--- src/rtl/barrel_unrotator_pipe_if.sv ---
// Valid/ready handshake bundle for the barrel unrotator: upstream word/amount in, restored word out.
interface barrel_unrotator_pipe_if #(
    parameter int unsigned WIDTH = 8,
    parameter int unsigned AMT_W = 3
);
    logic             in_valid;
    logic             in_ready;
    logic [WIDTH-1:0] in_data;
    logic [AMT_W-1:0] in_amt;
    logic             out_valid;
    logic             out_ready;
    logic [WIDTH-1:0] out_data;

    modport master (
        output in_valid, in_data, in_amt, out_ready,
        input  in_ready, out_valid, out_data
    );

    modport slave (
        input  in_valid, in_data, in_amt, out_ready,
        output in_ready, out_valid, out_data
    );
endinterface

--- src/rtl/barrel_unrotator_pipe.sv ---
// Pipelined left rotator undoing the right-rotate scrambler; stage i rotates by 2^i when its
// amount bit is set, with valid/ready flow control and bubble-collapsing backpressure.
module barrel_unrotator_pipe #(
    parameter int unsigned WIDTH = 8,
    parameter int unsigned AMT_W = 3
) (
    input logic                    clk,
    input logic                    rst_n,
    barrel_unrotator_pipe_if.slave bus
);

    logic [AMT_W-1:0] vld_q;
    logic [WIDTH-1:0] data_q   [AMT_W];
    logic [AMT_W-1:0] amt_q    [AMT_W];

    logic [AMT_W-1:0] rdy;
    logic [AMT_W-1:0] up_valid;
    logic [WIDTH-1:0] up_data  [AMT_W];
    logic [AMT_W-1:0] up_amt   [AMT_W];
    logic [WIDTH-1:0] rot_data [AMT_W];

    for (genvar i = 0; i < AMT_W; i++) begin : g_stage
        localparam int unsigned Sh = 1 << i;

        if (i == 0) begin : g_first
            assign up_valid[i] = bus.in_valid;
            assign up_data[i]  = bus.in_data;
            assign up_amt[i]   = bus.in_amt;
        end else begin : g_next
            assign up_valid[i] = vld_q[i-1];
            assign up_data[i]  = data_q[i-1];
            assign up_amt[i]   = amt_q[i-1];
        end

        // Amount is kept shifted so bit 0 is always the bit for the stage being loaded.
        assign rot_data[i] = up_amt[i][0] ? ((up_data[i] << Sh) | (up_data[i] >> (WIDTH - Sh)))
                                          : up_data[i];

        // Flattened ready chain: a stage may load if any stage from it to the output is empty.
        assign rdy[i] = bus.out_ready | ~(&vld_q[AMT_W-1:i]);
    end

    always_ff @(posedge clk) begin
        if (!rst_n) begin
            vld_q <= '0;
            for (int i = 0; i < AMT_W; i++) begin
                data_q[i] <= '0;
                amt_q[i]  <= '0;
            end
        end else begin
            for (int i = 0; i < AMT_W; i++) begin
                if (rdy[i]) begin
                    vld_q[i] <= up_valid[i];
                    if (up_valid[i]) begin
                        data_q[i] <= rot_data[i];
                        amt_q[i]  <= up_amt[i] >> 1;
                    end
                end
            end
        end
    end

    assign bus.in_ready  = rdy[0];
    assign bus.out_valid = vld_q[AMT_W-1];
    assign bus.out_data  = data_q[AMT_W-1];

endmodule
--- src/flat_wrapper.sv ---
// flat-port wrapper written by rule: the top's interface ports become plain ports
module barrel_unrotator_pipe_flat 
#(
    parameter int unsigned WIDTH = 8,
    parameter int unsigned AMT_W = 3
)
  (clk, rst_n, bus_in_valid, bus_in_data, bus_in_amt, bus_out_ready, bus_in_ready, bus_out_valid, bus_out_data);
  barrel_unrotator_pipe_if #(.WIDTH(WIDTH), .AMT_W(AMT_W)) bus_i ();
  input logic clk;
  input logic rst_n;
  input wire logic [$bits(bus_i.in_valid)-1:0] bus_in_valid;
  input wire logic [$bits(bus_i.in_data)-1:0] bus_in_data;
  input wire logic [$bits(bus_i.in_amt)-1:0] bus_in_amt;
  input wire logic [$bits(bus_i.out_ready)-1:0] bus_out_ready;
  output wire logic [$bits(bus_i.in_ready)-1:0] bus_in_ready;
  output wire logic [$bits(bus_i.out_valid)-1:0] bus_out_valid;
  output wire logic [$bits(bus_i.out_data)-1:0] bus_out_data;
  assign bus_i.in_valid = bus_in_valid;
  assign bus_i.in_data = bus_in_data;
  assign bus_i.in_amt = bus_in_amt;
  assign bus_i.out_ready = bus_out_ready;
  assign bus_in_ready = bus_i.in_ready;
  assign bus_out_valid = bus_i.out_valid;
  assign bus_out_data = bus_i.out_data;
  barrel_unrotator_pipe #(.WIDTH(WIDTH), .AMT_W(AMT_W)) u_core (.clk(clk), .rst_n(rst_n), .bus(bus_i));
endmodule
--- config.mk ---
export PLATFORM = sky130hd
export DESIGN_NAME = barrel_unrotator_pipe_flat
export DESIGN_NICKNAME = d
export VERILOG_FILES = /design/src/rtl/barrel_unrotator_pipe_if.sv /design/src/rtl/barrel_unrotator_pipe.sv /design/src/flat_wrapper.sv
export SDC_FILE = /design/constraint.sdc
export NUM_CORES = 1
export LEC_CHECK = 0
export ABC_AREA = 0
export CORE_UTILIZATION = 30
export CTS_CLUSTER_SIZE = 14
export DETAILED_ROUTE_END_ITERATION = 6
export GPL_TIMING_DRIVEN = 1
export PLACE_DENSITY = 0.51
export SYNTH_ARGS = -nofsm -noshare
export SYNTH_HDL_FRONTEND = slang
export SYNTH_SLANG_ARGS = --single-unit
--- constraint.sdc ---
create_clock -name clk -period 2.1 [get_ports clk]
set_clock_uncertainty 0.1 [all_clocks]
set_input_delay 0.21 -clock clk [delete_from_list [all_inputs] [get_ports clk]]
set_output_delay 0.21 -clock clk [all_outputs]
set_load 0.05 [all_outputs]
==> results of run 1 <==
tightest hold or removal path, cell delays in order:
cell	delay [ns]
clkdlybuf4s50_1	0.43
inv_1	0.06
a21boi_0	0.06
area by class of cell:
type,instances,area (sq um)
fill,470,2940
sequential,30,872
multi-input combinational,69,563
timing repair buffer,29,300
tap,67,83.8
clock buffer,8,80.1
inverter,2,7.51
logic make-up after synthesis:
group | after synthesis | synth area share (%)
mux | 24 | 15.5
buf+inv | 18 | 7.51
flops | 30 | 56.2
compound gates | 6 | 3.31
simple gates | 39 | 17.5
synth_stat cells, drive strengths merged:
library cell	number	area share, %
a21boi	2	0.97
a21oi	1	0.32
buf	12	6.0
nand2b	1	0.57
nand2	7	1.7
edfxtp	27	52
or2	1	0.57
mux2i	24	15
nand4b	1	0.57
nor2	3	0.73
nor3b	24	13
clkbuf	4	1.0
nor2b	2	0.81
inv	2	0.48
o21ai	2	0.65
a22oi	1	1.4
dfxtp	3	3.9
metal layers:
metal / routed length (um) / vias up / track usage [%]
met4: 82 / 0 / 8.97
met3: 125 / 8 / 3.43
met1: 971 / 425 / 9.27
met2: 1040 / 25 / 16.3
li1: - / 462 / -
met5: 0 / - / 0
registers in the layout, summed over array words and instances, names as in the netlist:
signal         cells
u_core.data_q     24
u_core.amt_q       3
u_core.vld_q       3
through the flow:
| step | hold WS (ns) | instance area, sq um |
|---|---|---|
| 4_1_cts | 0.436 | 1910 |
| 5_1_grt | 0.466 | 1910 |
| 6_report | 0.438 | 1910 |
| 3_3_place_gp | 0.441 | 1830 |
| 3_5_place_dp | 0.461 | 1830 |
| 2_1_floorplan | 0.249 | 1550 |
where the power goes:
part,internal [mW],switching [mW],total [mW]
Clock,0.235,0.201,0.436
Sequential,0.705,0.0285,0.733
Combinational,0.107,0.116,0.222
Total,1.05,0.345,1.39
path summary, 6_finish.rpt:
kind	startpoint	endpoint	slack, ns	cells after the start
hold reg to reg	u_core.vld_q[0]$_SDFFE_PN0P_	u_core.vld_q[1]$_SDFFE_PN0N_	0.46	2
setup / recovery	u_core.vld_q[2]$_SDFFE_PN0N_	bus_out_valid	0.36	1
hold / removal	bus_in_valid	u_core.vld_q[0]$_SDFFE_PN0P_	0.44	3
setup reg to reg	u_core.vld_q[1]$_SDFFE_PN0N_	u_core.data_q[0][4]$_SDFFCE_PN0P_	0.70	4
==> results.tsv, run 1 <==
metric	value	unit
final worst path period need	1.74	ns
run status	finished clean	
Critical Path Fanout Max	4	
standard-cell rows	25	
CTS resizes	0	
Seq/Total Area, Yosys	56.2	%
vias in the first global route	864	
Chip Width	73.9	um
# setup viols final	0	
Mapped Nets	132	
final hold violation count	0	
final setup TNS	0	ns
Peak VDD IR	0.261	mV
Unique masters post-synth	21	
synthesized flop and latch total	30	
die height	73.9	um
# Max-Cap Violations	0	
final total power	1.39	mW
worst slew pin tran	0.494	ns
Mapped Cells	117	
first-pass GRT wire length	3730	um
dpl ws	0.376	ns
slowest stage delay, CP	0.80	ns
Initial DRT Pass Iterations	2	
Worst-path clk slew	0.06	ns
Hold Buf Count CTS	0	
Final Slew Violations	0	
Mapped Area	1550	sq um
post-DP HPWL	1570	um
area grow syn2layout	23.0	%
final WL	2220	um
via count	920	
final setup margin	0.358	ns
gpl congestion	0.700	
Top delay family on crit path	buffers and inverters	
dpl cells	197	
Slowest-stage cell, CP	clkdlybuf4s50_1	
cts bufs inserted	5	
pin count of the biggest net entering global routing	28	
maximum root-to-sink buffer count	2	
initial antenna violation count	0	
Fmax	574	MHz
H-tree depth	2	
layout cell share with drive strength beyond 1	13.0	%
clock sink count	30	
ANT nets after route	0	
via/cell ratio	4.49	
pwr dens	730	nW/um^2
Crit path buffers/inverters	1	
final cell count without fillers	205	
CTS tree	built	
GRT Total Usage	9.73	%
Startpoint Class	flop	
Layout Utilization	39.3	%
most frequent cells in the layout	27 x edfxtp_1, 24 x mux2i_1, 23 x clkdlybuf4s50_1	
mean post-synth cell area	13.2	sq um
Ant. Diodes	0	
Root Driver	clkbuf_8	
core area	4850	sq um
Rel. slew slack	66.9	%
I/O Buffers	24	
Initial Util	32.0	%
Nets	152	
die area	5460	sq um
GRT overflow	0	
P_leak	0.676	nW
CP Capture Type	output pin	
most common cell after layout, fill and taps aside	edfxtp_1	
Ys Warns	0	
post-route clock period utilization	83.0	%
signal arrival time at the worst endpoint	1.43	ns
critical path class	flop to output pin	
worst-skew pair later-pin latency	0.28	ns
Hold WC Path Type	primary input to flop	
CP required	1.79	ns
RSZ-0062 raised after global routing	no	
Wirelength per Cell	10.8	um
worst path cell trace	clkdlybuf4s50_1	
drt drc	0	
Iteration-0 DRC Markers	31	
setup repair bufs after CTS	0	
IO Count	25	
Note: power is estimated with default switching activity, not from simulation.
==> run 2: changes to the inputs <==
- PLACE_DENSITY: 0.51 -> 0.53
- clock period: 2.1 -> 1.5 ns (I/O delays scaled with it)
==> run 2 against run 1 <==
- final area is 3.0% higher
- hold slack got worse by 0.0060 ns
- first-iteration DRC count down 19%
- routed wire length grew 5.9%
- combinational power increased by 48%
- register-to-register slack worse by 0.59 ns
- sequential share of layout area decreased by 1.1 points
- largest cell class unchanged
==> results.tsv, run 2 (synthesis results as in run 1) <==
metric	value	unit
run status	finished clean	
top flop regs	u_core.data_q (24), u_core.amt_q (3), u_core.vld_q (3)	
Initial DRT Pass Iterations	4	
cts bufs inserted	5	
Fmax	722	MHz
Worst Setup SP	u_core.vld_q[0]$_SDFFE_PN0P_	
P_leak	0.722	nW
Most flops, register	u_core.data_q	
maximum root-to-sink buffer count	2	
ANT nets after route	0	
dpl ws	-0.158	ns
vias in the first global route	892	
capturing point of the worst reg2reg path	u_core.amt_q[0][2]$_SDFFCE_PN0P_	
signal arrival time at the worst endpoint	1.31	ns
most common cell after layout, fill and taps aside	edfxtp_1	
area grow syn2layout	26.7	%
worst-skew pair later-pin latency	0.28	ns
die height	73.9	um
Fill cells	462	
worst slew pin tran	0.417	ns
final worst path period need	1.39	ns
clock share of power	30.8	%
Chip Width	73.9	um
Final Slew Violations	0	
Nets	155	
gpl congestion	0.657	
Worst-path clk slew	0.06	ns
Initial Util	32.0	%
net switching power	0.494	mW
CTS tree	built	
CTS resizes	0	
via/cell ratio	4.46	
final setup margin	0.115	ns
pwr dens	998	nW/um^2
Critical Path Fanout Max	27	
Iteration-0 DRC Markers	25	
Hold WC Path Type	primary input to flop	
final hold violation count	0	
layout cell share with drive strength beyond 1	23.4	%
GRT overflow	0	
Startpoint Class	flop	
CP Capture Type	flop	
IO Count	25	
most frequent cells in the layout	27 x edfxtp_1, 24 x mux2i_1, 21 x nor3b_1	
CP required	1.43	ns
post-DP HPWL	1720	um
GRT Total Usage	9.85	%
drt drc	0	
Root Driver	clkbuf_8	
H-tree depth	2	
Wirelength per Cell	11.3	um
I/O Buffers	24	
crit path to	u_core.amt_q[0][2]$_SDFFCE_PN0P_	
post-route clock period utilization	92.4	%
critical path class	flop to flop	
Hold Buf Count CTS	0	
Layout Utilization	40.5	%
worst r2r src	u_core.vld_q[0]$_SDFFE_PN0P_	
reg2reg setup slack	0.11	ns
Rel. slew slack	72.2	%
pin count of the biggest net entering global routing	28	
sequential share of power	52.5	%
clock sink count	30	
initial antenna violation count	0	
final total power	1.96	mW
setup repair bufs after CTS	0	
die area	5460	sq um
final WL	2350	um
standard-cell rows	25	
first-pass GRT wire length	3880	um
via count	928	
Sw Ratio	25.2	%
Peak VDD IR	0.356	mV
Logic pwr share	16.8	%
core area	4850	sq um
hold_ws	0.432	ns
# setup viols final	0	
Reg2Reg Depth	4	
RSZ-0062 raised after global routing	no	
max reg flops	24	
Ant. Diodes	0	
# Max-Cap Violations	0	
P_int	1.47	mW
## run 2: power by group through the flow
stage / Clock, mW / Combinational [mW] / Sequential, mW
after global routing: 0.654 / 0.354 / 1.04
after floorplan: 0 / 0.244 / 1.03
final: 0.603 / 0.329 / 1.03
after detailed placement: 0 / 0.333 / 1.05
after global placement: 0 / 0.327 / 1.05
after CTS: 0.627 / 0.333 / 1.03
## run 2: critical path, cell delays in order (launching register included)
cell,delay [ns]
dfxtp_1,0.34
or2_4,0.26
a22oi_4,0.17
buf_12,0.19
nor2_1,0.08
## run 2: worst min path at each step
stage | from | end | depth (start not counted)
6_report | bus_in_amt[1] | u_core.amt_q[0][0]$_SDFFCE_PN0P_ | 3
5_1_grt | bus_in_amt[2] | u_core.amt_q[0][1]$_SDFFCE_PN0P_ | 3
4_1_cts | bus_in_amt[1] | u_core.amt_q[0][0]$_SDFFCE_PN0P_ | 3
3_5_place_dp | u_core.vld_q[0]$_SDFFE_PN0P_ | u_core.vld_q[1]$_SDFFE_PN0N_ | 2
3_3_place_gp | u_core.vld_q[0]$_SDFFE_PN0P_ | u_core.vld_q[1]$_SDFFE_PN0N_ | 2
2_1_floorplan | bus_in_valid | u_core.vld_q[0]$_SDFFE_PN0P_ | 2
## run 2: per-layer routing
| metal | part of all wire (%) | routed length (um) | global-route usage [%] |
|---|---|---|---|
| met1 | 46 | 1090 | 10.2 |
| met5 | 0 | 0 | 0 |
| met3 | 4.9 | 116 | 4.53 |
| met2 | 47 | 1100 | 16.6 |
| met4 | 1.9 | 44 | 5.13 |
## run 2: area by class of cell
class / instances / area, sq um / share of cell area [%]
inverters: 2 / 7.51 / 0.382
clock buffers: 6 / 72.6 / 3.69
multi-input cells: 69 / 566 / 28.8
repair buffers: 32 / 350 / 17.8
flip-flops and latches: 30 / 876 / 44.6
well taps: 67 / 83.8 / 4.27
clock inverters: 2 / 8.76 / 0.446
## run 2: stage by stage
stage                     TNS (ns)  cell area (sq um)  cells
after global routing             0               1960    208
after CTS                        0               1960    208
after floorplan              -3.90               1560    117
final                            0               1960    208
after detailed placement     -5.22               1880    200
after global placement       -4.01               1880    200
==> run 3: changes to the inputs <==
- ABC_CLOCK_PERIOD_IN_PS: not set -> 1500
==> results of run 3 <==
No change in the layout: final DEF, timing and power equal those of run 2.
